File: config.mk
export PLATFORM = sky130hd
export DESIGN_NAME = approx_dot_accumulator
export DESIGN_NICKNAME = d
export VERILOG_FILES = /design/src/rtl/approx_dot_accumulator.sv
export SDC_FILE = /design/constraint.sdc
export NUM_CORES = 1
export LEC_CHECK = 0
export CAP_MARGIN = 0
export CORE_MARGIN = 10
export CORE_UTILIZATION = 38
export DETAILED_ROUTE_END_ITERATION = 10
export GPL_TIMING_DRIVEN = 0
export PLACE_DENSITY = 0.59
export SYNTH_ARGS = -nofsm -noshare
export SYNTH_HDL_FRONTEND = slang
export SYNTH_SLANG_ARGS = --single-unit
File: constraint.sdc
create_clock -name clk -period 4.7 [get_ports clk]
set_input_delay 0.47 -clock clk [delete_from_list [all_inputs] [get_ports clk]]
set_output_delay 0.47 -clock clk [all_outputs]
set_load 0.005 [all_outputs]
File: src/rtl/approx_dot_accumulator.sv
// approx_dot_accumulator
// Sums LEN consecutive 16-bit products from an approximate multiplier and
// hands the dot-product result downstream over a valid/ready handshake.
// While a result is held for the consumer, input is stalled.
module approx_dot_accumulator #(
  parameter int LEN   = 8,
  parameter int ACC_W = 19
) (
  input  logic             clk,
  input  logic             rst_n,
  input  logic             clr,
  input  logic             in_valid,
  output logic             in_ready,
  input  logic [15:0]      in_z,
  output logic             out_valid,
  input  logic             out_ready,
  output logic [ACC_W-1:0] out_acc,
  output logic             ovf,
  output logic             busy
);

  localparam int CNT_W = (LEN > 1) ? $clog2(LEN) : 1;
  localparam logic [CNT_W-1:0] CNT_LAST = CNT_W'(LEN - 1);

  typedef enum logic [0:0] {
    ACCUM = 1'b0,
    HOLD  = 1'b1
  } state_t;

  state_t             state_q, state_d;
  logic [ACC_W-1:0]   acc_q, acc_d;
  logic [CNT_W-1:0]   cnt_q, cnt_d;
  logic [ACC_W-1:0]   out_acc_q, out_acc_d;
  logic               out_valid_q, out_valid_d;
  logic               ovf_q, ovf_d;
  logic               in_ready_q, in_ready_d;
  logic               busy_q, busy_d;

  // One extra bit on the adder captures the carry out of bit ACC_W-1.
  logic [ACC_W:0]     sum_s;
  logic               in_beat_s;
  logic               out_beat_s;

  assign sum_s      = {1'b0, acc_q} + {{(ACC_W - 15){1'b0}}, in_z};
  assign in_beat_s  = in_valid && in_ready_q;
  assign out_beat_s = out_valid_q && out_ready;

  // Next-state logic: accumulate in ACCUM, hold result in HOLD, clr aborts everything.
  always_comb begin
    state_d     = state_q;
    acc_d       = acc_q;
    cnt_d       = cnt_q;
    out_acc_d   = out_acc_q;
    out_valid_d = out_valid_q;
    ovf_d       = ovf_q;

    if (clr) begin
      // Abort: drop the partial sum, any pending result and any beat this cycle.
      state_d     = ACCUM;
      acc_d       = {ACC_W{1'b0}};
      cnt_d       = {CNT_W{1'b0}};
      out_valid_d = 1'b0;
      ovf_d       = 1'b0;
    end else begin
      case (state_q)
        ACCUM: begin
          if (in_beat_s) begin
            ovf_d = ovf_q | sum_s[ACC_W];
            if (cnt_q == CNT_LAST) begin
              out_acc_d   = sum_s[ACC_W-1:0];
              out_valid_d = 1'b1;
              acc_d       = {ACC_W{1'b0}};
              cnt_d       = {CNT_W{1'b0}};
              state_d     = HOLD;
            end else begin
              acc_d = sum_s[ACC_W-1:0];
              cnt_d = cnt_q + CNT_W'(1);
            end
          end else begin
            // Bubble: nothing changes.
            acc_d = acc_q;
          end
        end
        HOLD: begin
          if (out_beat_s) begin
            out_valid_d = 1'b0;
            ovf_d       = 1'b0;
            state_d     = ACCUM;
          end else begin
            out_valid_d = 1'b1;
          end
        end
        default: begin
          state_d     = ACCUM;
          acc_d       = {ACC_W{1'b0}};
          cnt_d       = {CNT_W{1'b0}};
          out_valid_d = 1'b0;
          ovf_d       = 1'b0;
        end
      endcase
    end

    // Registered status outputs follow the next state so they stay glitch-free.
    in_ready_d = (state_d == ACCUM);
    busy_d     = (cnt_d != {CNT_W{1'b0}});
  end

  // State and datapath registers with asynchronous active-low reset.
  always_ff @(posedge clk or negedge rst_n) begin
    if (!rst_n) begin
      state_q     <= ACCUM;
      acc_q       <= {ACC_W{1'b0}};
      cnt_q       <= {CNT_W{1'b0}};
      out_acc_q   <= {ACC_W{1'b0}};
      out_valid_q <= 1'b0;
      ovf_q       <= 1'b0;
      in_ready_q  <= 1'b1;
      busy_q      <= 1'b0;
    end else begin
      state_q     <= state_d;
      acc_q       <= acc_d;
      cnt_q       <= cnt_d;
      out_acc_q   <= out_acc_d;
      out_valid_q <= out_valid_d;
      ovf_q       <= ovf_d;
      in_ready_q  <= in_ready_d;
      busy_q      <= busy_d;
    end
  end

  assign in_ready  = in_ready_q;
  assign out_valid = out_valid_q;
  assign out_acc   = out_acc_q;
  assign ovf       = ovf_q;
  assign busy      = busy_q;

endmodule

Word level (Yosys, flattened, before mapping). Cells that the tools add are included.

Output and inout port bits: 23. Bits of input ports: 21. Logic and storage cells: 48. Bits in registers: 46.

Mux-type cells: 21. Bitwise gates (word level): 4. Add/subtract/negate cells: 2. Equal/unequal tests: 5. Reductions and logical operators: 8.

Operators with widths (count): 2-to-1 mux 19 bit (4); adder 19 x 16 -> 20 bit (1); 2-to-1 mux 3 bit (4); 2-to-1 mux 1 bit (10); inequality test 3 bit, second input constant (2); case mux 1 bit (2 select lines) (3); AND reduction 2 bit (3); AND reduction 4 bit (1); adder 3 x 1 -> 3 bit, second input constant (1); == test 3 bit, second input constant (1); inequality test 3 x 2 -> 1 bit, second input constant (1); NOT 1 bit (3); nonzero test 3 bit (1); logical AND 1 bit (2); inequality test 2 bit, second input constant (1); nonzero test 2 bit (1); OR 1 bit (1).

Logic depth before layout (Yosys ltp).
Depth in word-level cells: 6. Gate-level depth with buffers: 9. Gate-level depth less buffers: 9.

Worst setup path after synthesis. OpenSTA, ideal clock, no wires.

Kind: in2reg. Start: input port in_z[0]. End: register out_acc_q[14], in the netlist out_acc[14]. Required time: 4575 ps. Stages on the path: 9. Buffers on the path: 0. Arrival: 2365 ps. Setup slack: 2211 ps. Setup time: 125 ps. Cell sequence: ha_1 fa_1 a21o_1 a221oi_2 nor4_1 nor4_2 o21ai_1 xor2_1 mux2_2.

Cells in the longest elaborated chain, start to end: 1.

RTL lines: start, declared (RTL line 14) `input logic [15:0] in_z,`; adder 19 x 16 -> 20 bit (RTL line 44) `assign sum_s = {1'b0, acc_q} + {{(ACC_W - 15){1'b0}}, in_z};`; end signal, assigned (RTL line 114) `out_acc_q <= {ACC_W{1'b0}};`; end signal, assigned (RTL line 123) `out_acc_q <= out_acc_d;`; end, declared (RTL line 33) `logic [ACC_W-1:0] out_acc_q, out_acc_d;`.

No other way between the ends. A chain may end at the register's enable or synchronous reset.

Final worst setup path. Ends and elaborated chain as after synthesis.

==> metrics.md <==
| Metric | Value |
|---|---|
| Run status | `finished, final reports clean` |
| Ranking of synthesized cells by area | `dfrtp_1 (44%), ha_1 (8.8%), mux2_2 (5.3%), nand2_1 (5.1%), a22o_1 (4.1%)` |
| Post-DR vias/cell | `5.316` |
| Post-CTS setup buffer count | `0` |
| Core Region | `6459 µm²` |
| Seq cells post-synth | `46` |
| Tmin final | `2.801 ns` |
| Fraction of registers with async set/reset | `100.0%` |
| Clk pwr share | `29.6%` |
| Internal power | `0.0007041 W` |
| Filler instances | `634` |
| Die ar. | `10410 µm²` |
| Area taken by flip-flops and latches | `1152 µm²` |
| Post-CTS Resized | `0` |
| Die Width | `102.0 µm` |
| Largest net degree at the start of global routing | `28` |
| Mux contribution to synthesized area | `6.458%` |
| TritonCTS clock tree | `done` |
| Hold Crit Class | `in -> async` |
| Mapped Cells | `258` |
| Worst VDD drop | `0.1505 mV` |
| Sw frac | `31.60%` |
| Synth Area in XOR/XNOR | `4.795%` |
| Post-route ant nets | `0` |
| Clock Path Buffers | `2` |
| Period utilisation layout | `59.60%` |
| Worst-Margin Slew | `0.8206 ns` |
| H-tree Lvls | `2` |
| Worst EP required | `4.91 ns` |
| Area leader, netlist | `dfrtp_1` |
| Nature of the critical path endpoint | `flip-flop` |
| Layout cells sized above 1 | `8.738%` |
| RD Place Congestion | `0.8644` |
| CTS root buf | `clkbuf_8` |
| Max frequency | `0.3570 GHz` |
| Pwr per Cell Area | `321.7 nW/µm²` |
| Die H | `102.0 µm` |
| Crit Path Class | `in -> reg` |
| Initial DRC Count | `47` |
| Worst slew margin | `44.88%` |
| Final hold violations | `0` |
| CTS Sinks | `46` |
| DP Wirelength | `4582 µm` |
| Post-synth EDFFs | `0` |
| Layout Nets | `348` |
| Placed Area | `3089 µm²` |
| Vias | `2052` |
| Drt pass-1 iters | `4` |
| Ports | `44` |
| Post-synth top area share | `44.03%` |
| Max Cap Violations | `0` |
| Area delta synth->final | `25.10%` |
| Setup crit start kind | `input pin` |
| Antenna violations before repair | `0` |
| Syn. warnings | `0` |
| Top FF cell, synth | `dfrtp_1` |
| Power share of the combinational group | `27.1%` |
| Crit Path Max Fanout | `3` |
| Distinct cells, synth | `38` |
| Leakage power total | `1.485 nW` |
| Global-route wire length before repair | `10010 µm` |
| Routed WL | `6028 µm` |
| Psw | `0.0003252 W` |
| Starting density of the core | `39.60%` |
| Skew final | `0.008016 ns` |
| Post-synthesis adder-cell area fraction | `9.589%` |
| ANT cells | `0` |
| Syn Nets | `298` |
| Slew Viols, Final | `0` |
| GRT Util Overall | `12.10%` |
| # setup viols final | `0` |
| Rows | `29` |
| Final Instance Area | `3199 µm²` |
| Post-synthesis compound-gate area fraction | `17.27%` |
| Seq pwr share | `43.3%` |
| Residual DRC | `0` |
| Synth Cell Area | `2557 µm²` |
| Register area share after synthesis | `45.06%` |
| Total CTS buffers | `5` |
| Count leader, synth | `dfrtp_1` |
| Synth Area in Simple Gates | `14.33%` |
| Largest family of logic cells by synthesized area | `compound AO/OA/AOI/OAI gates` |
| WL per Instance | `15.62 µm` |
| Vias in the first global route | `2052` |
| Post-CTS Hold Fix Bufs | `0` |
| WP data arrival | `3.01 ns` |
| PortBufs | `42` |
| Clock latency on the worst-skew pair | `0.31 ns` |
| Clk slew on worst S/H paths | `0.09 ns` |
| Synth cell count leaders | `dfrtp_1 (45), nand2_1 (35), a21oi_1 (18), ha_1 (18), nor2_1 (17)` |
| Remaining global-route overflow | `0` |
| Multi-input logic area | `1341 µm²` |
| RSZ-0062 raised after global routing | `no` |
| Mean Syn Cell Area | `9.913 µm²` |
| Final setup TNS | `0 ns` |
## power by group through the flow
| stage | sequential, W | clock, W | combinational (W) |
|---|---|---|---|
| 2_1_floorplan | 0.000448 | 0 | 0.000204 |
| 3_3_place_gp | 0.000453 | 0 | 0.000275 |
| 3_5_place_dp | 0.000453 | 0 | 0.000279 |
| 4_1_cts | 0.000446 | 0.000312 | 0.000281 |
| 5_1_grt | 0.000450 | 0.000327 | 0.000320 |
| 6_report | 0.000446 | 0.000304 | 0.000279 |
## worst max-delay path, stage by stage
cell             delay (ns)
clkdlybuf4s50_1        0.41
ha_1                   0.23
fa_1                   0.42
a21o_1                 0.21
a221oi_2               0.34
nor4_1                 0.12
nor4_2                 0.24
o21ai_1                0.14
xor2_1                 0.16
mux2_2                 0.26
## layout by cell type (no fill, tap or decap), types with 7 or more instances in the layout
cell type / instances
dfrtp_1: 45
clkdlybuf4s50_1: 41
nand2_1: 35
a21oi_1: 18
ha_1: 18
nor2_1: 17
o21ai_0: 16
mux2_2: 12
a22o_1: 12
clkbuf_1: 10
inv_1: 7
xnor2_1: 7
nor3_1: 7
xor2_1: 7
## path summary, 6_finish.rpt
kind,start,endpoint,slack (ns),depth (start not counted)
max in group asynchronous,rst_n,in_ready,4.02,2
hold / removal,rst_n,out_acc[14],0.10,1
hold reg to reg,out_acc[18],out_acc[18],0.49,2
min in group clk,out_acc[18],out_acc[18],0.49,2
setup / recovery,in_z[0],out_acc[14],1.90,10
setup reg to reg,acc_q[0],out_acc[14],2.10,9
## state kept, by name (all words and copies together) (netlist names)
register	flops
busy	1
out_valid	1
ovf	1
in_ready	1
out_acc	19
cnt_q	3
acc_q	19
state_q	1
## layout make-up
| class | instances | area share (%) |
|---|---|---|
| clock buffers | 6 | 2.268 |
| well taps | 77 | 3.011 |
| clock inverters | 2 | 1.173 |
| plain buffers | 10 | 1.173 |
| repair buffers | 43 | 13.61 |
| inverters | 7 | 0.8213 |
| flip-flops and latches | 46 | 36.02 |
| multi-input cells | 195 | 41.92 |
## metrics by stage
stage,hold WS (ns),worst slack (ns),util (%),instances,total power [W]
finish,0.1010,1.899,49.54,386,0.001029
global route,0.1391,1.741,49.54,386,0.001098
CTS,0.1192,1.883,49.54,386,0.001039
detailed placement,0.4537,1.565,47.83,378,0.0007325
global placement,0.4685,1.562,47.60,377,0.0007279
floorplan,0.1744,2.211,-,258,0.0006519
## cell families (layout without fill, tap and decap cells)
| kind of cell | Yosys count | in the layout |
|---|---|---|
| DFF | 46 | 46 |
| xor gates and xnor gates | 14 | 14 |
| buffers and inverters | 17 | 68 |
| adders and majority gates | 19 | 19 |
| and+or+nand+nor | 80 | 80 |
| AOI/OAI and AO/OA | 67 | 67 |
| muxes | 15 | 15 |
## per-layer routing
metal	GRT usage (%)	wire length [µm]
met1	15.25	2833
met2	18.96	2723
met3	4.184	378
met4	4.013	92
met5	0	0
Power figures use the tool's default switching activity.
==> patch 1 (config.mk and constraints unchanged) <==
Change the parameter `ACC_W` from 19 to 38.
--- a/src/rtl/approx_dot_accumulator.sv
+++ b/src/rtl/approx_dot_accumulator.sv
@@ -4,7 +4,7 @@
 // While a result is held for the consumer, input is stalled.
 module approx_dot_accumulator #(
   parameter int LEN   = 8,
-  parameter int ACC_W = 19
+  parameter int ACC_W = 38
 ) (
   input  logic             clk,
   input  logic             rst_n,
Ports: changed (resized out_acc); port bits go from 44 to 63. No check against the original RTL was run, so the function may have changed too.
==> patch 1 against the original RTL <==
  * Die area increased by 69%
  * Clock skew about the same
  * Non-clock buffer count increased by 40
  * Worst setup slack got worse by 450 ps
  * Highest routed layer unchanged
  * Cell count increased by 97%
  * Area after synthesis increased by 88%
  * First-iteration DRC count increased to 6.0 times the old value
  * Largest power group is now the clock network
  * Maximum frequency decreased by 14%
  * Wire length increased by 120%
  * Register-to-register slack got worse by 650 ps
  * Sequential cell count increased by 38
  * Final area increased by 87%
  * Power increased by 88%
  * Critical endpoint is now acc_q[24]$_DFFE_PN0P_
==> patch 1: results (changes against the original RTL) <==
Most used DFF post-synth - dfrtp_1
Gpl congestion - 0.860 (-0.52%)
VDD IR max - 184 uV (+22%)
Post-Synth XOR/XNOR Area - 5.10% (+0.30 points)
Share of cells above drive strength 1 - 9.01% (+0.28 points)
Pwr dens - 324 nW/um2 (+0.61%)
WL final - 13000 um (+120%)
All-layer global routing usage - 14.7% (+2.6 points)
Reg-to-reg slack, setup - 1450 ps (-650 ps)
DP Wirelength - 9620 um (+110%)
Worst-skew pair later-pin latency - 340 ps (+30 ps)
Leak - 2.58 nW (+74%)
# fillers - 1238 (+95%)
Register area share after synthesis - 43.7% (-1.3 points)
Status - finished, final reports clean
N_diodes - 0 (unchanged)
Fin crit share - 69.1% (+9.5 points)
Clk pin slew, worst setup/hold paths - 60 ps (-30 ps)
CTS H-tree depth - 3 (+1)
Commonest cells in the netlist - dfrtp_1 (83), nand2_1 (74), o21ai_0 (43)
Actual slew at the worst max-slew pin - 836 ps (+15.9 ps)
Initial antenna violation count - 0 (unchanged)
Clock Tree Buf Depth - 2 (unchanged)
Top cell type's share of synthesized area - 43.2% (-0.85 points)
Pin count of the biggest net entering global routing - 67 (+140%)
Mux contribution to synthesized area - 2.76% (-3.7 points)
Router iterations before antenna repair - 4 (unchanged)
# port buffers - 61 (+45%)
HP Class - primary input to async pin
CP Data Arrival Time - 3520 ps (+510 ps)
DR vias - 4119 (+100%)
Synth area leaders - dfrtp_1 (43%), nand2_1 (5.8%), ha_1 (4.7%)
Pre-CTS WS - 1070 ps (-492 ps)
Worst Path Max Fanout - 10 (+7)
Resize count post-CTS - 0 (unchanged)
Warnings, synthesis - 0 (unchanged)
Post-layout nets - 623 (+79%)
Area of placed instances - 5670 um2 (+83%)
Asr flop ratio synth - 100% (unchanged)
Worst Skew - 8.43 ps (+0.419 ps)
Post-CTS setup buffer count - 0 (unchanged)
Clk root buf - clkbuf_16
Synth Area in Adders - 5.10% (-4.5 points)
Initial detailed-routing violation count - 280 (+500%)
Synth cell types - 64 (+68%)
Global-route wire length before repair - 21300 um (+110%)
CTS buffer count - 9 (+4)
Mapped Nets - 549 (+84%)
Compound-Gate Fraction of Synth Area - 21.4% (+4.1 points)
-- patch 1: cell count changes after synthesis, sizes merged, moves of 8 or more --
cell / before / now
a31oi: 3 / 14
nand3: 3 / 14
nand2: 35 / 75
and3: 3 / 11
a21oi: 18 / 28
or4: 0 / 8
dfrtp: 45 / 83
o21ai: 19 / 43
xnor2: 7 / 22
clkbuf: 9 / 23
a211oi: 0 / 8
-- patch 1: power breakdown --
part           internal, mW  switching [mW]  leakage, nW  total [mW]
sequential            0.755          0.0201         1.15       0.775
clock                 0.480           0.298        0.153       0.778
combinational         0.154           0.230         1.27       0.385
total                  1.39           0.548         2.58        1.94
-- patch 1: cell type report --
class                      instances  area (um2)  area share, %
buffer                            30         125           2.09
clock buffer                      12         246           4.12
clock inverter                     4        72.6           1.21
inverter                          12        45.0          0.753
multi-input combinational        383        2540           42.4
sequential                        84        2100           35.1
tap                              172         215           3.60
timing repair buffer              63         641           10.7
-- patch 1: worst max-delay path, stage by stage (launching register included) --
cell	delay (ps)
dfrtp_1	400
ha_1	210
ha_1	240
nor4_1	760
buf_2	290
clkbuf_1	450
clkbuf_1	530
o211ai_1	170
nand3_1	140
-- patch 1: final timing paths --
check                                         from                       to  depth (start not counted)
setup / recovery                cnt_q[0]$_DFF_PN0_    acc_q[24]$_DFFE_PN0P_                          8
hold / removal                               rst_n     acc_q[8]$_DFFE_PN0P_                          1
setup reg to reg                cnt_q[0]$_DFF_PN0_    acc_q[24]$_DFFE_PN0P_                          8
hold reg to reg            out_acc[23]$_DFFE_PN0P_  out_acc[23]$_DFFE_PN0P_                          2
max in group asynchronous                    rst_n       in_ready$_DFF_PN1_                          2
min in group clk           out_acc[23]$_DFFE_PN0P_  out_acc[23]$_DFFE_PN0P_                          2
-- patch 1: per-layer routing --
metal | up-vias | GRT usage (%) | routed length [um]
met2 | 81 | 23.5 | 6270
met1 | 2021 | 19.1 | 5990
met5 | - | 0 | 0
li1 | 2000 | - | -
met4 | 0 | 5.93 | 231
met3 | 17 | 2.99 | 507
-- patch 1: cell families (layout without fill, tap and decap cells) --
group	count (synthesis)	in the layout
buffers and inverters	42	121
multiplexers	12	12
flip-flops	84	84
adder cells (fa/ha/maj)	19	19
AO/OA/AOI/OAI	150	150
XOR/XNOR	28	28
AND/OR/NAND/NOR	174	174
-- patch 1: stage by stage --
step / cells / utilization (%) / power, mW / hold slack, ps
CTS: 760 / 47.8 / 1.94 / 10.9
detailed placement: 744 / 45.3 / 1.17 / 378
finish: 760 / 47.8 / 1.94 / 8.34
global placement: 742 / 45.0 / 1.16 / 463
floorplan: 509 / - / 1.06 / 174
global route: 760 / 47.8 / 2.01 / 19.5
==> patch 2 (config.mk and constraints unchanged) <==
Without the edit above. Reset style: synchronous (`rst_n`), changed in one clocked block. Comments in the files are not updated.
--- a/src/rtl/approx_dot_accumulator.sv
+++ b/src/rtl/approx_dot_accumulator.sv
@@ -106,7 +106,7 @@
   end
 
   // State and datapath registers with asynchronous active-low reset.
-  always_ff @(posedge clk or negedge rst_n) begin
+  always_ff @(posedge clk) begin
     if (!rst_n) begin
       state_q     <= ACCUM;
       acc_q       <= {ACC_W{1'b0}};
Formal check against the unedited RTL: differs if rst_n is asserted again (counterexample within 4 cycles, from zero or initial values and one cycle with rst_n low); with rst_n held inactive, the same outputs for 4 cycles.
==> patch 2 against the original RTL <==
  * Worst setup slack improved by 160 ps
  * Wire length increased by 11%
  * Die area decreased by 1.1%
  * Count of clock-buffer cells in the layout increased by 1
  * Non-clock buffer count increased by 2
  * Area after synthesis decreased by 1.4%
  * Hold slack improved by 360 ps
  * Sequential cell count unchanged
  * Critical path depth unchanged
  * Register-to-register slack improved by 250 ps
  * Final area decreased by 1.9%
  * Highest routed layer unchanged
Power is not compared: it rests on default switching activity, and its combinational part moved more than twofold at a synthesized area within 25%.
==> patch 2: results (changes against the original RTL) <==
Synth area leaders - dfxtp_1 (37%), ha_1 (8.9%), nand2_1 (6.7%)
Post-layout nets - 391 (+12%)
Fin cells - 429 (+11%)
Hold_ws - 465 ps (+364 ps)
# port buffers - 43 (+2.4%)
Vias in the first global route - 2274 (+11%)
Status - finished, final reports clean
Clk pin slew, worst setup/hold paths - 90 ps (about the same)
Reg-to-reg slack, setup - 2350 ps (+250 ps)
Clk root buf - clkbuf_8
CP Data Arrival Time - 2890 ps (-120 ps)
Mapped Nets - 341 (+14%)
Clock Tree Buf Depth - 2 (unchanged)
Commonest cells in the netlist - dfxtp_1 (46), nand2_1 (45), a21oi_1 (23)
Max-slew headroom - 54.0% (+9.1 points)
Largest stage delay on the critical path - 510 ps (+90 ps)
Pre-CTS WS - 1730 ps (+162 ps)
Warnings, synthesis - 0 (unchanged)
All-layer global routing usage - 13.1% (+1.0 points)
Most used DFF post-synth - dfxtp_1
R2R depth - 9 (unchanged)
Post-CTS setup buffer count - 0 (unchanged)
Area of placed instances - 3050 um2 (-1.3%)
CP max-delay cell - or4b_1
Global-route wire length before repair - 10900 um (+8.6%)
Gpl congestion - 0.844 (-2.3%)
Router iterations before antenna repair - 4 (unchanged)
Reg-to-reg startpoint - acc_q[0]$_SDFFE_PP0P_
Worst Skew - 8.15 ps (+0.134 ps)
Leak - 1.22 nW
HP Class - flip-flop to flip-flop
Initial detailed-routing violation count - 74 (+57%)
Asr flop ratio synth - 0% (-100 points)
Register area share after synthesis - 36.5% (-8.5 points)
Vias per inst - 5.35 (+0.63%)
DP Cell Count - 421 (+11%)
Synth cell types - 49 (+29%)
Worst R2R End - out_acc[10]$_SDFFE_PN0P_
Hold depth - 2
WL final - 6700 um (+11%)
Syn Area/Cell - 8.38 um2 (-16%)
DP Wirelength - 5130 um (+12%)
Share of cells above drive strength 1 - 5.68% (-3.1 points)
N_diodes - 0 (unchanged)
Pin count of the biggest net entering global routing - 14 (-50%)
[patch 2: cell count changes after synthesis, sizes merged, moves of 8 or more]
| cell | before | now |
|---|---|---|
| dfxtp | 0 | 46 |
| dfrtp | 45 | 0 |
| nand2 | 35 | 45 |
| a22o | 12 | 1 |
| mux2 | 12 | 0 |
| nand3 | 3 | 14 |
| o211ai | 0 | 8 |
[patch 2: cell families (layout without fill, tap and decap cells)]
group	after synthesis	in the layout	synth area share [%]
flops	46	46	36.5
xor+xnor	15	15	5.21
buf+inv	17	68	2.78
fa+ha+maj	19	19	9.73
mux	1	1	0.397
compound gates	95	95	24.9
simple gates	108	108	20.4
[patch 2: where the power goes]
part / switching (mW) / internal (mW)
combinational: 0.0712 / 0.0575
sequential: 0.00384 / 0.397
clock: 0.144 / 0.119
total: 0.219 / 0.573
[patch 2: critical path: cells and delay by family]
family                     cells  cell delay [ps]
AOI/OAI and AO/OA              3              530
and+or+nand+nor                3              780
adders and majority gates      2              590
buffers and inverters          2              530
[patch 2: how the worst max path moves through the flow]
stage,endpoint,start,depth (start not counted),slack (ps)
2_1_floorplan,out_acc[10]$_SDFFE_PN0P_,in_z[0],9,2390
3_3_place_gp,out_acc[18]$_SDFFE_PN0P_,in_z[0],10,1700
3_5_place_dp,out_acc[18]$_SDFFE_PN0P_,in_z[0],10,1730
4_1_cts,out_acc[18]$_SDFFE_PN0P_,in_z[0],10,2040
5_1_grt,out_acc[18]$_SDFFE_PN0P_,in_z[0],10,1880
6_report,out_acc[10]$_SDFFE_PN0P_,in_z[0],10,2050
[patch 2: area by class of cell]
class	instances	area [um2]
fillers	650	3250
multi-input cells	238	1530
flip-flops and latches	46	921
repair buffers	43	430
well taps	77	96.3
clock buffers	7	86.3
plain buffers	12	51.3
inverters	5	18.8
clock inverters	1	5.00
[patch 2: metal layers]
metal	GRT usage (%)	vias up	routed length, um
li1	-	1194	-
met1	16.5	1066	3290
met2	21.7	30	3070
met3	3.47	5	296
met4	3.54	0	45
met5	0	-	0
